===== src/rtl/spi_flash_pkg.sv =====
// Shared constants and FSM state type for the SPI flash read master.
package spi_flash_pkg;

    localparam logic [7:0]  OP_READ         = 8'h03;
    localparam logic [7:0]  OP_QUAD_READ    = 8'h6B;
    localparam int unsigned ADDR_FIELD_BITS = 24;
    localparam int unsigned DUMMY_CYCLES    = 8;
    localparam int unsigned CMD_BITS        = 8;

    typedef enum logic [2:0] {
        StIdle,
        StCmd,
        StAddr,
        StDummy,
        StData,
        StDone
    } spi_state_e;

    // True while chip select is asserted and SCK is running.
    function automatic logic st_active(spi_state_e st);
        return (st == StCmd) || (st == StAddr) || (st == StDummy) || (st == StData);
    endfunction

endpackage


===== src/rtl/spi_sck_gen.sv =====
// SPI mode-0 clock generator: DIV cycles low, DIV cycles high, with rise/fall strobes
// issued in the cycle before the registered sck edge; hold_i stalls the next rising edge.
module spi_sck_gen #(
    parameter int unsigned DIV = 1
) (
    input  logic clock_i,
    input  logic reset_i,
    input  logic en_i,
    input  logic hold_i,
    output logic sck_o,
    output logic rise_en_o,
    output logic fall_en_o
);

    localparam int unsigned     CntW   = (DIV > 1) ? $clog2(DIV) : 1;
    localparam logic [CntW-1:0] CntMax = CntW'(DIV - 1);

    logic [CntW-1:0] cnt_q, cnt_d;
    logic            sck_q, sck_d;

    always_comb begin
        cnt_d     = cnt_q;
        sck_d     = sck_q;
        rise_en_o = 1'b0;
        fall_en_o = 1'b0;
        if (!en_i) begin
            cnt_d = '0;
            sck_d = 1'b0;
        end else if (cnt_q == CntMax) begin
            if (!sck_q) begin
                // Low phase is simply extended while held; sck never glitches high.
                if (!hold_i) begin
                    rise_en_o = 1'b1;
                    sck_d     = 1'b1;
                    cnt_d     = '0;
                end
            end else begin
                fall_en_o = 1'b1;
                sck_d     = 1'b0;
                cnt_d     = '0;
            end
        end else begin
            cnt_d = cnt_q + 1'b1;
        end
    end

    always_ff @(posedge clock_i or posedge reset_i) begin
        if (reset_i) begin
            cnt_q <= '0;
            sck_q <= 1'b0;
        end else begin
            cnt_q <= cnt_d;
            sck_q <= sck_d;
        end
    end

    assign sck_o = sck_q;

endmodule


===== src/rtl/spi_flash_read_master.sv =====
// SPI flash read initiator streaming bytes over valid/ready.
// Define SPI_FLASH_QUAD_EN for quad-output fast read (0x6B, 8 dummy cycles, 4-bit data).
module spi_flash_read_master
    import spi_flash_pkg::*;
#(
    parameter int unsigned ADDR_BITS = 24,
    parameter int unsigned LEN_BITS  = 8,
    parameter int unsigned DIV       = 1
) (
    input  logic                 clock_i,
    input  logic                 reset_i,
    input  logic                 req_valid_i,
    output logic                 req_ready_o,
    input  logic [ADDR_BITS-1:0] req_addr_i,
    input  logic [LEN_BITS-1:0]  req_len_i,
    output logic                 resp_valid_o,
    input  logic                 resp_ready_i,
    output logic [7:0]           resp_data_o,
    output logic                 sck_o,
    output logic                 cs_0_o,
    output logic [3:0]           dq_out_o,
    output logic [3:0]           dq_drive_o,
    input  logic [3:0]           dq_in_i
);

`ifdef SPI_FLASH_QUAD_EN
    localparam logic [7:0] Opcode = OP_QUAD_READ;
    localparam bit         QuadEn = 1'b1;
`else
    localparam logic [7:0] Opcode = OP_READ;
    localparam bit         QuadEn = 1'b0;
`endif

    localparam logic [4:0]       StepsPerByte = QuadEn ? 5'd2 : 5'd8;
    localparam int unsigned      DoneW        = $clog2(2 * DIV) + 1;
    localparam logic [DoneW-1:0] DoneMax      = DoneW'(2 * DIV - 1);

    spi_state_e           state_q, state_d;
    logic [31:0]          shift_q, shift_d;
    logic [4:0]           bit_cnt_q, bit_cnt_d;
    logic [LEN_BITS-1:0]  left_q, left_d;
    logic                 last_q, last_d;
    logic [7:0]           rx_q, rx_d;
    logic [7:0]           data_q, data_d;
    logic                 valid_q, valid_d;
    logic [DoneW-1:0]     done_cnt_q, done_cnt_d;
    logic                 live_q;

    logic       rise_en, fall_en, hold, accept;
    logic [7:0] rx_next;

    assign req_ready_o = live_q && (state_q == StIdle);
    assign accept      = req_valid_i && req_ready_o;
    assign rx_next     = QuadEn ? {rx_q[3:0], dq_in_i} : {rx_q[6:0], dq_in_i[1]};

    // Stall only before a byte's first rising edge, so a byte is never started
    // that could not be placed in the holding register.
    assign hold = (state_q == StData) && (bit_cnt_q == 5'd0) && valid_q && !resp_ready_i;

    spi_sck_gen #(
        .DIV (DIV)
    ) u_sck_gen (
        .clock_i   (clock_i),
        .reset_i   (reset_i),
        .en_i      (st_active(state_q)),
        .hold_i    (hold),
        .sck_o     (sck_o),
        .rise_en_o (rise_en),
        .fall_en_o (fall_en)
    );

    always_comb begin
        state_d    = state_q;
        shift_d    = shift_q;
        bit_cnt_d  = bit_cnt_q;
        left_d     = left_q;
        last_d     = last_q;
        rx_d       = rx_q;
        data_d     = data_q;
        valid_d    = valid_q;
        done_cnt_d = done_cnt_q;

        if (valid_q && resp_ready_i) begin
            valid_d = 1'b0;
        end

        case (state_q)
            StIdle: begin
                if (accept) begin
                    state_d   = StCmd;
                    shift_d   = {Opcode, ADDR_FIELD_BITS'(req_addr_i)};
                    bit_cnt_d = '0;
                    left_d    = req_len_i;
                    last_d    = 1'b0;
                end
            end
            StCmd, StAddr, StDummy: begin
                if (rise_en) begin
                    bit_cnt_d = bit_cnt_q + 5'd1;
                end
                if (fall_en) begin
                    shift_d = {shift_q[30:0], 1'b0};
                    if (state_q == StCmd && bit_cnt_q == 5'(CMD_BITS)) begin
                        state_d   = StAddr;
                        bit_cnt_d = '0;
                    end else if (state_q == StAddr && bit_cnt_q == 5'(ADDR_FIELD_BITS)) begin
                        state_d   = QuadEn ? StDummy : StData;
                        bit_cnt_d = '0;
                    end else if (state_q == StDummy && bit_cnt_q == 5'(DUMMY_CYCLES)) begin
                        state_d   = StData;
                        bit_cnt_d = '0;
                    end
                end
            end
            StData: begin
                if (rise_en) begin
                    rx_d = rx_next;
                    if (bit_cnt_q == StepsPerByte - 5'd1) begin
                        bit_cnt_d = '0;
                        data_d    = rx_next;
                        valid_d   = 1'b1;
                        if (left_q == '0) begin
                            last_d = 1'b1;
                        end else begin
                            left_d = left_q - 1'b1;
                        end
                    end else begin
                        bit_cnt_d = bit_cnt_q + 5'd1;
                    end
                end
                if (fall_en && last_q) begin
                    state_d    = StDone;
                    done_cnt_d = '0;
                end
            end
            StDone: begin
                if (done_cnt_q == DoneMax) begin
                    state_d = StIdle;
                end else begin
                    done_cnt_d = done_cnt_q + 1'b1;
                end
            end
            default: state_d = StIdle;
        endcase
    end

    always_ff @(posedge clock_i or posedge reset_i) begin
        if (reset_i) begin
            state_q    <= StIdle;
            shift_q    <= '0;
            bit_cnt_q  <= '0;
            left_q     <= '0;
            last_q     <= 1'b0;
            rx_q       <= '0;
            data_q     <= '0;
            valid_q    <= 1'b0;
            done_cnt_q <= '0;
            live_q     <= 1'b0;
        end else begin
            state_q    <= state_d;
            shift_q    <= shift_d;
            bit_cnt_q  <= bit_cnt_d;
            left_q     <= left_d;
            last_q     <= last_d;
            rx_q       <= rx_d;
            data_q     <= data_d;
            valid_q    <= valid_d;
            done_cnt_q <= done_cnt_d;
            live_q     <= 1'b1;
        end
    end

    assign cs_0_o       = !st_active(state_q);
    assign dq_drive_o   = (state_q == StCmd || state_q == StAddr) ? 4'b0001 : 4'b0000;
    assign dq_out_o     = {3'b000, shift_q[31] & dq_drive_o[0]};
    assign resp_valid_o = valid_q;
    assign resp_data_o  = data_q;

endmodule


===== config.mk =====
export PLATFORM = sky130hd
export DESIGN_NAME = spi_flash_read_master
export DESIGN_NICKNAME = d
export VERILOG_FILES = /design/src/rtl/spi_flash_pkg.sv /design/src/rtl/spi_sck_gen.sv /design/src/rtl/spi_flash_read_master.sv
export SDC_FILE = /design/constraint.sdc
export NUM_CORES = 1
export LEC_CHECK = 0
export ABC_AREA = 1
export CAP_MARGIN = 10
export CORE_MARGIN = 2
export CORE_UTILIZATION = 58
export DETAILED_ROUTE_END_ITERATION = 8
export HOLD_SLACK_MARGIN = 0.1
export PLACE_DENSITY_LB_ADDON = 0.05
export SETUP_SLACK_MARGIN = 0.4
export SLEW_MARGIN = 15
export SYNTH_ARGS = -nofsm -noshare
export SYNTH_HDL_FRONTEND = slang
export SYNTH_SLANG_ARGS = --single-unit

===== constraint.sdc =====
create_clock -name clock_i -period 4.5 [get_ports clock_i]
set_input_delay 0.45 -clock clock_i [delete_from_list [all_inputs] [get_ports clock_i]]
set_output_delay 0.45 -clock clock_i [all_outputs]
set_load 0.005 [all_outputs]

# Yosys cells after proc, flatten, opt, wreduce, memory -nomap -nowiden
# Cells that the tools add are included.
word_totals:
  regBits: 70
  in_bits: 40
  output_inout_bits: 20
classes:
  n_addsub: 4
  n_eq_ne: 20
  n_mux: 49
  n_bitwise: 1
  n_reduce_logical: 31
ops:
  columns: ["op", "count"]
  rows:
  - ["$mux W32", 2]
  - ["$pmux W32 S2", 1]
  - ["$mux W5", 8]
  - ["$mux W8", 4]
  - ["$mux W3", 7]
  - ["$mux W1", 20]
  - ["$pmux W8 S2", 1]
  - ["$pmux W5 S3", 1]
  - ["$reduce_and A5 Y1", 3]
  - ["$ne A2 B2 Y1 const B", 7]
  - ["$pmux W3 S4", 1]
  - ["$reduce_and A3 Y1", 4]
  - ["$logic_and A1 B1 Y1", 10]
  - ["$logic_not A8 Y1", 1]
  - ["$sub A8 B1 Y8 const B", 1]
  - ["$eq A3 B2 Y1 const B", 2]
  - ["$eq A3 B3 Y1 const B", 2]
  - ["$ne A2 B1 Y1 const B", 3]
  - ["$reduce_bool A2 Y1", 3]
  - ["$add A5 B1 Y5 const B", 1]
  - ["$eq A5 B3 Y1 const B", 1]
  - ["$eq A5 B4 Y1 const B", 1]
  - ["$eq A5 B5 Y1 const B", 1]
  - ["$logic_not A5 Y1", 1]
  - ["other kinds (15)", 19]

# Logic depth before layout (Yosys ltp)
logic_depth:
  ltp_word: 14
  ltp_mapped: 11
  ltp_nobuf: 11

# Modules after synthesis
# Synthesis repeated with hierarchy kept, for this count alone.
hier_totals:
  cells_unflattened: 464
  hier_area_um2: 3643.5
by_module_without_submodules:
  columns: ["module", "n_inst", "cells_per_inst", "area_each_um2", "seq_area_each_um2"]
  rows:
  - ["spi_flash_read_master", 1, 457, 3593.4, 1701.6]
  - ["spi_sck_gen", 1, 7, 50.0, 25.0]

# Worst setup path before layout
# OpenSTA, ideal clock, no wires.
synth_timing:
  path_type: "reg2reg"
  start: "register state_q[0]"
  end: "register data_q[0] (netlist: resp_data_o[0])"
  arrival_ns: 1.523
  required_time_ns: 4.383
  path_slack_ns: 2.859
  stages_incl_launch_ff: 10
  n_path_buf: 1
  period_less_slack_ns: 1.641
  path_cell_list: "dfrtp_1 > nor2_4 > nand2_4 > a21oi_4 > nand2_4 > inv_4 > nand4_4 > buf_6 > nand2_1 > o21ai_2"
synth_via:
  elab_chain_len: 9
  word_cells_on_any_way: 15
  cone_classes: "4 x eq/ne; 4 x mux; 7 x reduce/logical"
synth_rtl:
  columns: ["element", "line_no", "rtl"]
  rows:
  - ["from (decl)", "spi_flash_read_master.sv:38", "spi_state_e state_q, state_d;"]
  - ["from (signal assigned)", "spi_flash_read_master.sv:149", "state_q <= StIdle;"]
  - ["from (signal assigned)", "spi_flash_read_master.sv:160", "state_q <= state_d;"]
  - ["$eq A3 B3 Y1", "spi_flash_pkg.sv:21, spi_flash_read_master.sv:58", null]
  - ["$logic_and A1 B1 Y1 (3 in series)", "spi_flash_read_master.sv:58", "assign hold = (state_q == StData) && (bit_cnt_q == 5'd0) && valid_q && !resp_ready_i;"]
  - ["$mux W1", "spi_sck_gen.sv:32", "if (!hold_i) begin"]
  - ["$mux W1", "spi_sck_gen.sv:30", "if (!sck_q) begin"]
  - ["$mux W1", "spi_sck_gen.sv:29", "end else if (cnt_q == CntMax) begin"]
  - ["$mux W1 (*)", "spi_sck_gen.sv:26", "if (!en_i) begin"]
  - ["named net rise_en", "spi_flash_read_master.sv:49", "logic rise_en, fall_en, hold, accept;"]
  - ["$reduce_and A3 Y1 (no source line) (*)", null, null]
  - ["to (signal assigned)", "spi_flash_read_master.sv:166", "data_q <= data_d;"]
  - ["to (decl)", "spi_flash_read_master.sv:44", "logic [7:0] data_q, data_d;"]
# The timed path passes the listed nets; every way through them passes the cells marked *.
# A chain may end at the register's enable or synchronous reset.

# Worst setup path after layout
layout_timing:
  start: "register state_q[0]"
  end: "output cs_0_o"
layout_via:
  elab_chain_len: 5
  word_cells_on_any_way: 8
  cone_classes: "4 x eq/ne; 4 x reduce/logical"
layout_rtl:
  columns: ["element", "line_no", "rtl"]
  rows:
  - ["$eq A3 B1 Y1 or $eq A3 B2 Y1 (tied branches)", "spi_flash_pkg.sv:21", "return (st == StCmd) || (st == StAddr) || (st == StDummy) || (st == StData);"]
  - ["$logic_or A1 B1 Y1 (2 in series)", "spi_flash_pkg.sv:21", null]
  - ["$logic_or A1 B1 Y1 (*)", "spi_flash_pkg.sv:21", null]
  - ["$logic_not A1 Y1 (*)", "spi_flash_read_master.sv:173", "assign cs_0_o = !st_active(state_q);"]
  - ["to (decl)", "spi_flash_read_master.sv:20", "output logic cs_0_o,"]
# Every way passes the cells marked *; elsewhere a longest branch is shown, timed or not.

==> summary.txt <==
GRT
  • Vias in the first global route: 2828
  • Largest net degree at the start of global routing: 55
  • Initial antenna violation count: 0
  • Tot GR Track Use: 0.208
  • Congestion Overflow GR: 0
  • First-pass GRT wire length: 12000 µm

Timing
  • RSZ-0062 raised after global routing: false
  • Tightest Pin Transition: 0.842 ns
  • Period Utilization, post-route: 0.580
  • Fmax: 0.383 GHz
  • Worst hold slack: 0.486 ns
  • Setup TNS: 0 ns
  • Clock Skews: 0.0116 ns
  • Setup-failing EPs final: 0
  • Max-slew headroom: 0.436
  • Max Transition Viols Final: 0
  • Final worst slack: 1.89 ns
  • Final hold vios: 0
  • Minimum clock period: 2.61 ns

Final layout
  • N_diodes: 0
  • Fill cells: 549
  • Area grow syn2layout: 19.3%
  • Finished Cell Area: 4400 µm²
  • Nets: 552
  • Share of layout cells above drive strength 1: 0.0977

Worst setup path
  • R2R depth: 8
  • Crit-path max FO: 50
  • Crit path launch: state_q[0]$_DFFE_PP0P_
  • Crit Path Class: reg -> out
  • Critical path arrival: 2.16 ns
  • Reg-to-reg slack, setup: 2.30 ns
  • Worst Path Required: 4.05 ns
  • End of the critical path: cs_0_o
  • CP Capture Type: output port
  • Reg-to-Reg End: shift_q[2]$_DFFE_PP0P_
  • Worst setup SP type: flip-flop
  • R2R Path Start: state_q[0]$_DFFE_PP0P_

Route
  • Routed Antenna Nets: 0
  • Via-to-Cell Ratio: 5.11
  • DR DRC count: 0
  • Avg WL per Cell: 11.7 µm
  • First DRT Iteration DRCs: 154
  • Drt total wl: 6880 µm
  • Routed vias: 3011
  • DR pass1 iterations: 4

CTS
  • Post-CTS Setup Bufs: 0
  • Clock buffer depth: 2
  • H-tree depth: 3
  • TritonCTS clock tree: done
  • Post-cts repair resize count: 0
  • Root Driver: clkbuf_8
  • Reg clk slew, reported paths: 0.08 ns
  • Sink Count: 69
  • CTS Hold Buffers Added: 0
  • Worst skew pair latency: 0.34 ns
  • CTS Buf Count: 9

Yosys
  • Top cells by area, synth: dfrtp_1 47%, nand2_1 13%, inv_1 6.7%, o21ai_0 5.0%, o211ai_1 4.7%
  • Post-synth EDFFs: 0
  • Synth area leader: dfrtp_1
  • Async set-reset flop share out of synthesis: 1.00
  • Post-synth top cells: 130 x nand2_1, 69 x dfrtp_1, 66 x inv_1, 37 x o21ai_0, 29 x nand3_1
  • Post-synth cell types: 37
  • Post-Synthesis Cell Area: 3690 µm²
  • Syn Area/Cell: 8.03 µm²
  • Synth top area share: 0.468
  • Cell with the most instances after synthesis: nand2_1
  • Mapped Cells: 459
  • Synthesized flop and latch total: 69
  • Warnings, synthesis: 0
  • Top_reg_cell synth: dfrtp_1
  • Register area share after synthesis: 0.468

Run
  • MaxCap Viol Count: 0

Worst hold path
  • Min-delay worst type: reg -> reg

Floorplanning
  • Width of the die: 83.7 µm
  • Die height: 83.7 µm
  • Die area: 7010 µm²
  • Core Rows: 29
  • Top Ports: 60
  • Initial Utilization: 0.591
  • Core ar.: 6240 µm²

Placement
  • PortBufs: 50
  • Routability Congestion: 0.873
  • Hpwl dp: 4780 µm
  • DP Area: 4200 µm²
  • Dpl ws: 2.25 ns

Power and ir drop
  • Leak: 2.13 nW
  • IR Drop Worst-Case VDD: 0.000495 V
  • Total power: 2.90 mW
  • Pwr dens: 659 nW/µm²

Run status
  • Status: complete, no violations
==> worst min path at each step <==
stage | startpoint | to | slack [ns] | cells past startpoint
final | resp_data_o[5]$_DFFE_PP0P_ | resp_data_o[5]$_DFFE_PP0P_ | 0.49 | 2
after global routing | rx_q[2]$_DFFE_PP0P_ | rx_q[2]$_DFFE_PP0P_ | 0.52 | 2
after CTS | resp_data_o[6]$_DFFE_PP0P_ | resp_data_o[6]$_DFFE_PP0P_ | 0.49 | 2
after detailed placement | resp_data_o[6]$_DFFE_PP0P_ | resp_data_o[6]$_DFFE_PP0P_ | 0.47 | 2
after global placement | last_q$_DFFE_PP0P_ | last_q$_DFFE_PP0P_ | 0.46 | 2
after floorplan | last_q$_DFFE_PP0P_ | last_q$_DFFE_PP0P_ | 0.44 | 2
==> logic make-up (layout without fill, tap and decap cells) <==
group | count (synthesis) | count (layout) | synth area share
other | 2 | 7 | 0.00204
xor gates and xnor gates | 4 | 4 | 0.00950
buffers and inverters | 91 | 139 | 0.109
AOI/OAI and AO/OA | 90 | 90 | 0.159
adders and majority gates | 5 | 5 | 0.0170
and+or+nand+nor | 198 | 198 | 0.235
DFF | 69 | 69 | 0.468
==> power by group <==
part	switching, mW	internal [mW]
registers	0.139	0.865
clock network	0.241	0.272
logic	0.892	0.488
==> critical path, stage by stage (launching register included) <==
cell and delay [ns]:
dfrtp_1 0.49, nor2_4 0.25, nor2_4 0.04, buf_4 0.27
nor2_1 0.21, clkdlybuf4s50_1 0.55
==> metal layers <==
| metal | global-route usage | part of all wire | wire length [µm] | vias up |
|---|---|---|---|---|
| li1 | - | - | - | 1552 |
| met1 | 0.276 | 0.48 | 3330 | 1401 |
| met2 | 0.338 | 0.47 | 3230 | 51 |
| met3 | 0.0406 | 0.034 | 234 | 7 |
| met4 | 0.0850 | 0.012 | 84 | 0 |
| met5 | 0 | 0 | 0 | - |
==> through the flow <==
stage          std cells   util
3_3_place_gp         573  0.672
4_1_cts              589  0.705
2_1_floorplan        464      -
6_report             589  0.705
5_1_grt              589  0.705
3_5_place_dp         573  0.672
==> area by class of cell <==
class / count / area [µm²] / share of cell area
repair buffers: 52 / 515 / 0.117
clock buffers: 11 / 141 / 0.0321
multi-input cells: 304 / 1590 / 0.361
flip-flops and latches: 69 / 1730 / 0.393
well taps: 77 / 96.3 / 0.0219
clock inverters: 5 / 60.1 / 0.0137
inverters: 71 / 272 / 0.0617
==> cells in the final DEF (no fill, tap or decap), drive strengths merged <==
master and count:
clkbuf 11, a22oi 2, bufinv 1, nor3 2, a21oi 5, buf 2, clkinv 3, inv 71
conb 7, nor4 1, nand4 2, or2 3, o211ai 23, o22ai 6, nand2 137, a21boi 2
nand3 30, ha 5, xor2 3, xnor2 1, o21ai 50, clkinvlp 1, nor2 23, clkdlybuf4s50 50
o21a 2, dfrtp 69
==> flip-flops by register name, indices dropped and copies added, names as in the netlist <==
register         count
u_sck_gen.sck_o      1
done_cnt_q           2
resp_data_o          8
last_q               1
left_q               8
state_q              3
bit_cnt_q            5
rx_q                 7
shift_q             32
live_q               1
resp_valid_o         1
Note: power is estimated with default switching activity, not from simulation.
